===== config.mk =====
export PLATFORM = sky130hd
export DESIGN_NAME = spi_master_p
export DESIGN_NICKNAME = d
export VERILOG_FILES = /design/src/rtl/spi_master_p.sv
export SDC_FILE = /design/constraint.sdc
export NUM_CORES = 1
export LEC_CHECK = 0
export BUFFER_PORTS_ARGS = -buffer_cell sky130_fd_sc_hd__buf_2
export CORE_ASPECT_RATIO = 1.5
export CORE_MARGIN = 2
export CORE_UTILIZATION = 35
export CTS_CLUSTER_SIZE = 20
export DETAILED_ROUTE_END_ITERATION = 8
export HOLD_SLACK_MARGIN = 0.08
export PLACE_DENSITY_LB_ADDON = 0.12
export RECOVER_POWER = 50
export SLEW_MARGIN = 25
export SYNTH_ARGS = -nofsm -noshare
export SYNTH_HDL_FRONTEND = slang
export SYNTH_SLANG_ARGS = --single-unit

===== constraint.sdc =====
create_clock -name CLK -period 5.4 [get_ports CLK]
set_clock_uncertainty 0.05 [all_clocks]
set_input_delay 0.27 -clock CLK [delete_from_list [all_inputs] [get_ports CLK]]
set_output_delay 0.27 -clock CLK [all_outputs]
set_load 0.01 [all_outputs]

===== src/rtl/spi_master_p.sv =====
// -----------------------------------------------------------------------------
// spi_master_p -- parametrised SPI master (CPOL/CPHA at runtime, N chip selects)
//
// Purpose:
//   Shifts one DATA_W-bit word out on MOSI while shifting one in from MISO.
//   SCK is produced by a divider running on CLK (never gated from CLK).
//   A frame runs through SETUP (1 half-period), XFER (2*DATA_W half-periods,
//   with SCK toggling at the end of each) and HOLD (1 half-period), so BUSY is
//   high for exactly (2*DATA_W+2)*CLK_DIV cycles.
//
// Handshake (START/BUSY/DONE):
//   A request is START=1 at a posedge while the master is idle (BUSY=0); that
//   edge accepts it and latches DOUT, CS_SEL, CPOL, CPHA (and LSB_FIRST).
//   START seen while BUSY=1 is dropped, never queued. DONE pulses for one cycle
//   on the edge that ends the frame; DIN changes only on that edge.
//
// Ports:
//   CLK, RST         system clock, asynchronous active-high reset
//   START            transfer request
//   CS_SEL           chip select index (>= NCS runs the frame with no CS low)
//   CPOL, CPHA       SPI mode for the frame
//   DOUT / DIN       word to send / last word received
//   BUSY, DONE       frame in progress / one-cycle end-of-frame strobe
//   CS               active-low chip selects
//   SCK, MOSI, MISO  SPI serial lines
//   DBG_STATE        current FSM state (0 IDLE, 1 SETUP, 2 XFER, 3 HOLD)
//
// Optional feature (macro SPI_LSB_FIRST_EN):
//   Adds input LSB_FIRST. When 1 the word is sent DOUT[0] first and the first
//   received bit lands in DIN[0]. Without the macro the master is MSB-first.
// -----------------------------------------------------------------------------
module spi_master_p #(
   parameter int DATA_W  = 8,
   parameter int CLK_DIV = 2,
   parameter int NCS     = 2,
   parameter int SEL_W   = (NCS > 1) ? $clog2(NCS) : 1
) (
   input  logic              CLK,
   input  logic              RST,
   input  logic              START,
   input  logic [SEL_W-1:0]  CS_SEL,
   input  logic              CPOL,
   input  logic              CPHA,
   input  logic [DATA_W-1:0] DOUT,
`ifdef SPI_LSB_FIRST_EN
   input  logic              LSB_FIRST,
`endif
   output logic [DATA_W-1:0] DIN,
   output logic              BUSY,
   output logic              DONE,
   output logic [NCS-1:0]    CS,
   output logic              SCK,
   input  logic              MISO,
   output logic              MOSI,
   output logic [1:0]        DBG_STATE
);

   localparam int HP_W   = $clog2(CLK_DIV + 1);
   localparam int EDGE_W = $clog2(2 * DATA_W + 1);
   localparam logic [HP_W-1:0]   HP_LAST   = HP_W'(CLK_DIV - 1);
   localparam logic [EDGE_W-1:0] EDGE_LAST = EDGE_W'(2 * DATA_W - 1);

   typedef enum logic [1:0] {
      S_IDLE  = 2'd0,
      S_SETUP = 2'd1,
      S_XFER  = 2'd2,
      S_HOLD  = 2'd3
   } state_t;

   state_t              state_q, state_d;
   logic [HP_W-1:0]     hp_q, hp_d;
   logic [EDGE_W-1:0]   edge_q, edge_d;
   logic                sck_q, sck_d;
   logic                mosi_q, mosi_d;
   logic [DATA_W-1:0]   tx_q, tx_d;
   logic [DATA_W-1:0]   rx_q, rx_d;
   logic [DATA_W-1:0]   din_q, din_d;
   logic [NCS-1:0]      cs_q, cs_d;
   logic                busy_q, busy_d;
   logic                done_q, done_d;
   logic                cpha_q, cpha_d;
   logic                lsb_q, lsb_d;

   logic                lsb_in;
   logic                hp_end;
   logic                leading;
   logic                sample_edge;
   logic [NCS-1:0]      cs_dec;

`ifdef SPI_LSB_FIRST_EN
   assign lsb_in = LSB_FIRST;
`else
   assign lsb_in = 1'b0;
`endif

   assign hp_end = (hp_q == HP_LAST);

   // Out-of-range CS_SEL simply matches no line, leaving all CS high.
   always_comb begin
      cs_dec = '1;
      for (int i = 0; i < NCS; i++) begin
         if (CS_SEL == SEL_W'(i)) cs_dec[i] = 1'b0;
      end
   end

   always_ff @(posedge CLK or posedge RST) begin
      if (RST) begin
         state_q <= S_IDLE;
         hp_q    <= '0;
         edge_q  <= '0;
         sck_q   <= 1'b0;
         mosi_q  <= 1'b0;
         tx_q    <= '0;
         rx_q    <= '0;
         din_q   <= '0;
         cs_q    <= '1;
         busy_q  <= 1'b0;
         done_q  <= 1'b0;
         cpha_q  <= 1'b0;
         lsb_q   <= 1'b0;
      end else begin
         state_q <= state_d;
         hp_q    <= hp_d;
         edge_q  <= edge_d;
         sck_q   <= sck_d;
         mosi_q  <= mosi_d;
         tx_q    <= tx_d;
         rx_q    <= rx_d;
         din_q   <= din_d;
         cs_q    <= cs_d;
         busy_q  <= busy_d;
         done_q  <= done_d;
         cpha_q  <= cpha_d;
         lsb_q   <= lsb_d;
      end
   end

   always_comb begin
      state_d     = state_q;
      hp_d        = hp_q;
      edge_d      = edge_q;
      sck_d       = sck_q;
      mosi_d      = mosi_q;
      tx_d        = tx_q;
      rx_d        = rx_q;
      din_d       = din_q;
      cs_d        = cs_q;
      busy_d      = busy_q;
      done_d      = 1'b0;
      cpha_d      = cpha_q;
      lsb_d       = lsb_q;
      // edge_q counts completed SCK edges; an even count means the next edge
      // leaves the idle level, i.e. it is a leading edge.
      leading     = ~edge_q[0];
      // CPHA=0 samples on leading edges, CPHA=1 on trailing edges.
      sample_edge = leading ^ cpha_q;

      case (state_q)
         S_IDLE: begin
            if (START) begin
               state_d = S_SETUP;
               hp_d    = '0;
               edge_d  = '0;
               sck_d   = CPOL;
               cpha_d  = CPHA;
               lsb_d   = lsb_in;
               tx_d    = DOUT;
               rx_d    = '0;
               mosi_d  = lsb_in ? DOUT[0] : DOUT[DATA_W-1];
               cs_d    = cs_dec;
               busy_d  = 1'b1;
            end
         end
         S_SETUP: begin
            if (hp_end) begin
               state_d = S_XFER;
               hp_d    = '0;
            end else begin
               hp_d = hp_q + HP_W'(1);
            end
         end
         S_XFER: begin
            if (hp_end) begin
               hp_d   = '0;
               edge_d = edge_q + EDGE_W'(1);
               sck_d  = ~sck_q;
               if (sample_edge) begin
                  rx_d = lsb_q ? {MISO, rx_q[DATA_W-1:1]} : {rx_q[DATA_W-2:0], MISO};
               end else if (cpha_q ? (edge_q != '0) : (edge_q != EDGE_LAST)) begin
                  // CPHA=1: the first leading edge keeps the first bit already
                  // on MOSI. CPHA=0: nothing left to shift after the last edge.
                  tx_d   = lsb_q ? (tx_q >> 1) : (tx_q << 1);
                  mosi_d = lsb_q ? tx_q[1] : tx_q[DATA_W-2];
               end
               if (edge_q == EDGE_LAST) state_d = S_HOLD;
            end else begin
               hp_d = hp_q + HP_W'(1);
            end
         end
         S_HOLD: begin
            if (hp_end) begin
               state_d = S_IDLE;
               hp_d    = '0;
               busy_d  = 1'b0;
               cs_d    = '1;
               mosi_d  = 1'b0;
               din_d   = rx_q;
               done_d  = 1'b1;
            end else begin
               hp_d = hp_q + HP_W'(1);
            end
         end
         default: state_d = S_IDLE;
      endcase
   end

   assign DIN       = din_q;
   assign BUSY      = busy_q;
   assign DONE      = done_q;
   assign CS        = cs_q;
   assign SCK       = sck_q;
   assign MOSI      = mosi_q;
   assign DBG_STATE = state_q;

endmodule


==> impl_metrics.json, run 1 <==
{
  "critPathLaunch": "DBG_STATE[0]$_DFFE_PP0P_",
  "stdcell_area_mm2": 0.00217,
  "clk_latency_ns": 0.29,
  "post_cts_resized": 0,
  "vdd_drop_max_mv": 0.291,
  "cts.sinks": 39,
  "drt-initial-drc-count": 40,
  "drive_gt1_share_pct": 24.6,
  "cp.required_ns": 5.53,
  "hold_viol": 0,
  "fin_ws_ns": 2.60,
  "drtAntennaViolNets": 0,
  "tightest_slew_ns": 2.05,
  "crit_end": "MOSI$_DFFE_PP0P_",
  "hold_buffers": 1,
  "coreArea_mm2": 0.00512,
  "multi_input_area_um2": 795,
  "routed_wl_um": 3670,
  "crit_path_end_kind": "register",
  "synth_top_family_by_area": "compound AO/OA/AOI/OAI gates",
  "synth_top_cell_area_share_pct": 50.3,
  "clk_pin_slew_ns": 0.08,
  "ys_types": 35,
  "violations": "capacitance limit, slew limit",
  "fin_crit_ns": 2.80,
  "synthArstFlopShare_pct": 100,
  "root_buffer": "clkbuf_8",
  "start_util_pct": 35.9,
  "critical_path.max_fanout": 21,
  "yosys-top-cells-area": "dfrtp_1 50%, mux2_2 6.1%, ha_1 5.4%",
  "worstPathArrival_ns": 2.93,
  "synth-simple-area-share_pct": 7.82,
  "antenna_found_initial": 0,
  "synth-adder-area-share_pct": 5.44,
  "start_kind": "register",
  "ys_seq_elements": 39,
  "hold_class": "primary input to register",
  "seq_area_um2": 978,
  "ys_warn_count": 0,
  "critPathKind": "register to register",
  "synth.cell_area_mm2": 0.00184,
  "status": "complete, but fails checks",
  "post-cts-setup-buffer-count": 0,
  "post-place-ws_ns": 2.49,
  "place_congestion": 0.800,
  "vias": 1320,
  "yosysSeqAreaShare_pct": 53.2,
  "htreeDepth": 2,
  "dr_wl_met2_um": 1890,
  "critPathMaxStageDelay_ns": 0.78,
  "synth_ff_type": "dfrtp_1",
  "path_cells": "inv_1 -> ha_1 -> nor4bb_1 -> a32oi_4 -> o211ai_2 -> mux2_4",
  "via_per_inst": 5.10,
  "synth-compound-area-share_pct": 18.0,
  "setup_viol": 0,
  "place_area_mm2": 0.00206,
  "synthCells": 155,
  "rr_startpoint": "DBG_STATE[0]$_DFFE_PP0P_",
  "grt.overflow.total": 0,
  "finalCoreUtilization_pct": 42.3,
  "fin_setup_tns_ns": 0,
  "routed.top_layer": "met4",
  "reg2reg_slack_ns": 2.60,
  "final_nets": 213,
  "antennaDiodeCount": 0,
  "avgSynthCellArea_um2": 11.9,
  "drc_errors": 0,
  "path_depth": 6,
  "met1_length_um": 1560,
  "cts_buffers": 5,
  "critPathSlowestCell": "ha_1",
  "synth_edf_count": 0,
  "hpwlAfterDp_um": 2670,
  "synthXorXnorAreaFrac_pct": 0.476,
  "syn-num-nets": 178,
  "maxCapViolCount": 1,
  "muxShareOfSynthArea_pct": 11.3,
  "area_growth_syn_to_layout_pct": 18.0,
  "slew_headroom_pct": -36.4,
  "grt_pass1_wl_um": 6270,
  "cts_tree": "yes",
  "grt_start_max_net_pins": 40,
  "p_leak_uw": 0.00102,
  "rows": 32,
  "maxSlewViolCount": 40,
  "cts_max_path_buffers": 2,
  "rr_worst_depth": 6,
  "met3_length_um": 142,
  "total_power_uw": 1230,
  "cp_top_family": "adder cells",
  "rsz0062_at_grt": "no",
  "grt_pass1_vias": 1340,
  "synth_top_cell_by_area": "dfrtp_1",
  "power.density_mw_per_mm2": 567,
  "timing.rr.end": "MOSI$_DFFE_PP0P_",
  "max_freq_mhz": 357,
  "chipHeight_um": 92.8,
  "track_usage_pct": 13.7,
  "path_buf_inv": 1,
  "post-route-period-util_pct": 51.9,
  "nFillCells": 517,
  "io_pins": 31,
  "avgRoutedWirePerCell_um": 14.2,
  "drt_pass1_iterations": 4,
  "die-area_mm2": 0.00586,
  "die_w_um": 63.2,
  "portBuffers": 30
}
sequential cells by signal, summed over array words and instances, names as in the netlist:
name	count
DIN	8
rx_q	8
tx_q	7
edge_q	5
CS	2
DBG_STATE	2
hp_q	2
BUSY	1
DONE	1
MOSI	1
SCK	1
cpha_q	1
metal layers:
metal	global-route usage [%]	vias up
met1	15.4	655
met4	5.80	0
met2	24.2	30
met3	3.65	6
met5	0	-
li1	-	629
synthesized netlist by cell type (2+ instances only):
cell type	count
nand2b_1	3
o21ai_0	5
a21oi_1	12
dfrtp_1	37
nor2_1	4
o22ai_1	2
mux2i_1	8
inv_1	12
o22a_1	3
a31oi_1	6
ha_1	8
mux2_2	10
nand3_1	2
dfstp_2	2
nand2_1	8
or3_1	3
nor2b_1	3
buf_2	2
a22o_1	9
how the worst min path moves through the flow:
stage	start	to	slack, ns	cells past startpoint
finish	CPHA	cpha_q$_DFFE_PP0P_	0.16	2
detailed placement	RST	DIN[6]$_DFFE_PP0P_	0.38	3
global route	CPHA	cpha_q$_DFFE_PP0P_	0.16	2
floorplan	MISO	rx_q[0]$_DFFE_PP0P_	0.36	1
CTS	CPHA	cpha_q$_DFFE_PP0P_	0.16	2
global placement	RST	DIN[6]$_DFFE_PP0P_	0.36	3
report_power, final:
part           internal [uW]  switching (uW)  leakage (uW)
clock                    138             103     0.0000581
combinational            233             313      0.000465
sequential               383            60.4      0.000500
stage by stage:
stage          instances  hold slack [ns]
2_1_floorplan        155            0.360
3_5_place_dp         250            0.376
5_1_grt              259            0.158
3_3_place_gp         250            0.361
6_report             259            0.164
4_1_cts              259            0.159
worst register-to-register path, stage by stage, from the launching register on:
cell	delay, ns
dfrtp_1	0.43
inv_1	0.12
ha_1	0.78
nor4bb_1	0.63
a32oi_4	0.21
o211ai_2	0.16
mux2_4	0.31
area by class of cell:
type / count / area share, %
flip-flops and latches: 39 / 45.1
multi-input cells: 100 / 36.6
repair buffers: 32 / 7.09
well taps: 68 / 3.92
clock buffers: 5 / 3.17
inverters: 12 / 2.08
clock inverters: 3 / 2.02
cell usage in the layout, fill, tap and decap left out, drive strengths merged, types with 2 or more instances in the layout:
| cell | instances |
|---|---|
| a21oi | 12 |
| a22o | 9 |
| a31oi | 6 |
| buf | 22 |
| clkbuf | 14 |
| clkinv | 2 |
| dfrtp | 37 |
| dfstp | 2 |
| ha | 8 |
| inv | 12 |
| mux2 | 11 |
| mux2i | 8 |
| nand2 | 8 |
| nand2b | 3 |
| nand3 | 2 |
| nor2 | 4 |
| nor2b | 3 |
| o21ai | 5 |
| o22a | 3 |
| o22ai | 2 |
| or3 | 3 |
logic make-up (layout without fill, tap and decap cells):
logic type / count (synthesis) / after routing
compound gates: 45 / 45
xor+xnor: 1 / 1
fa+ha+maj: 8 / 8
buf+inv: 16 / 52
flops: 39 / 39
mux: 19 / 19
simple gates: 27 / 27
Note: power is estimated with default switching activity, not from simulation.
==> inputs of run 2 (changes only) <==
clock period = 2.6 ns   (was 5.4 ns; I/O delays follow)
==> impl_metrics.json, run 2 (synthesis gave the netlist of run 1 again) <==
{
  "chipHeight_um": 92.8,
  "hold_viol": 0,
  "drc_errors": 0,
  "coreArea_mm2": 0.00512,
  "final_nets": 221,
  "slew_headroom_pct": 44.6,
  "hold_class": "primary input to register",
  "critical_path.max_fanout": 13,
  "start_kind": "register",
  "clk_pin_slew_ns": 0.08,
  "fin_ws_ns": 0.238,
  "track_usage_pct": 14.7,
  "rsz0062_at_grt": "no",
  "cts_tree": "yes",
  "drtAntennaViolNets": 0,
  "nFillCells": 534,
  "drt-initial-drc-count": 29,
  "via_per_inst": 5.03,
  "io_pins": 31,
  "finalCoreUtilization_pct": 42.8,
  "maxCapViolCount": 0,
  "fin_crit_ns": 2.36,
  "start_util_pct": 35.9,
  "place_area_mm2": 0.00209,
  "vdd_drop_max_mv": 0.512,
  "antenna_found_initial": 0,
  "portBuffers": 30,
  "cts_buffers": 5,
  "cp.required_ns": 2.73,
  "power.density_mw_per_mm2": 1130,
  "layout.cells.non_filler": 267,
  "cts.sinks": 39,
  "cts_max_path_buffers": 2,
  "place_congestion": 0.856,
  "grt_start_max_net_pins": 25,
  "post_cts_resized": 0,
  "drive_gt1_share_pct": 20.1,
  "post-route-period-util_pct": 90.8,
  "hpwlAfterDp_um": 2870,
  "vias": 1342,
  "avgRoutedWirePerCell_um": 14.4,
  "final_common_cell": "dfrtp_1",
  "maxSlewViolCount": 0,
  "root_buffer": "clkbuf_8",
  "max_freq_mhz": 423,
  "p_leak_uw": 0.00101,
  "layout_common_cells": "37 x dfrtp_1, 18 x clkbuf_1, 15 x buf_2",
  "status": "completed",
  "area_growth_syn_to_layout_pct": 19.4,
  "die_w_um": 63.2,
  "setup_viol": 0,
  "fin_setup_tns_ns": 0,
  "worstPathArrival_ns": 2.50,
  "grt_pass1_wl_um": 6730,
  "clk_latency_ns": 0.29,
  "post-cts-setup-buffer-count": 0,
  "htreeDepth": 2,
  "die-area_mm2": 0.00586,
  "stdcell_area_mm2": 0.00220,
  "crit_path_end_kind": "register",
  "routed_wl_um": 3840,
  "place_inst": 254,
  "grt.overflow.total": 0,
  "antennaDiodeCount": 0,
  "tightest_slew_ns": 0.825,
  "hold_buffers": 5,
  "grt_pass1_vias": 1405,
  "rows": 32,
  "critPathKind": "register to register",
  "drt_pass1_iterations": 4,
  "post-place-ws_ns": 0.249
}
## run 2: cell count changes in the layout (fill, tap and decap cells not counted), moves of 3 or more
cell           previous run  this run
buf_2                    22        15
clkbuf_1                  9        18
buf_4                     0         3
dlygate4sd3_1             1         5
## run 2: final cells by class
class	instances	area, um2	share of cell area, %
tap	68	85.1	3.87
timing repair buffer	40	211	9.63
multi-input combinational	100	791	36.0
clock inverter	2	12.5	0.570
inverter	12	45.0	2.05
clock buffer	6	72.6	3.30
sequential	39	978	44.6
## run 2: critical path: stages, from the launching register on
cell and delay [ns]:
dfrtp_1 0.46, ha_1 0.25, and3_1 0.18, ha_1 0.18, or3b_4 0.40, a32oi_4 0.26
buf_4 0.22, nand2_1 0.07, a32o_1 0.20
## run 2: path summary, 6_finish.rpt
check                      depth (start not counted)  slack (ns)             startpoint                   to
max                                                8        0.24  edge_q[0]$_DFFE_PP0P_  tx_q[0]$_DFFE_PP0P_
min                                                3        0.11                DOUT[3]  tx_q[3]$_DFFE_PP0P_
max reg2reg                                        8        0.24  edge_q[0]$_DFFE_PP0P_  tx_q[0]$_DFFE_PP0P_
min reg2reg                                        1        0.42        SCK$_DFFE_PP0P_      SCK$_DFFE_PP0P_
max in group asynchronous                          4        1.26                    RST    CS[0]$_DFFE_PP1P_
min in group asynchronous                          3        0.39                    RST  tx_q[4]$_DFFE_PP0P_
## run 2: report_power, final
group,switching (uW),internal [uW]
clock,207,187
sequential,129,793
combinational,664,510
total,1000,1490
## run 2: through the flow
| step | power (uW) | hold WS, ns |
|---|---|---|
| finish | 2490 | 0.115 |
| global route | 2700 | 0.129 |
| CTS | 2550 | 0.103 |
| detailed placement | 2130 | 0.312 |
| global placement | 2090 | 0.308 |
| floorplan | 1820 | 0.220 |
## run 2: metal layers
metal	up-vias	share of wire (%)	GRT usage, %
met5	-	0	0
met3	4	3.6	2.67
met1	663	43	17.9
li1	648	-	-
met4	0	1.1	4.89
met2	27	53	26.0
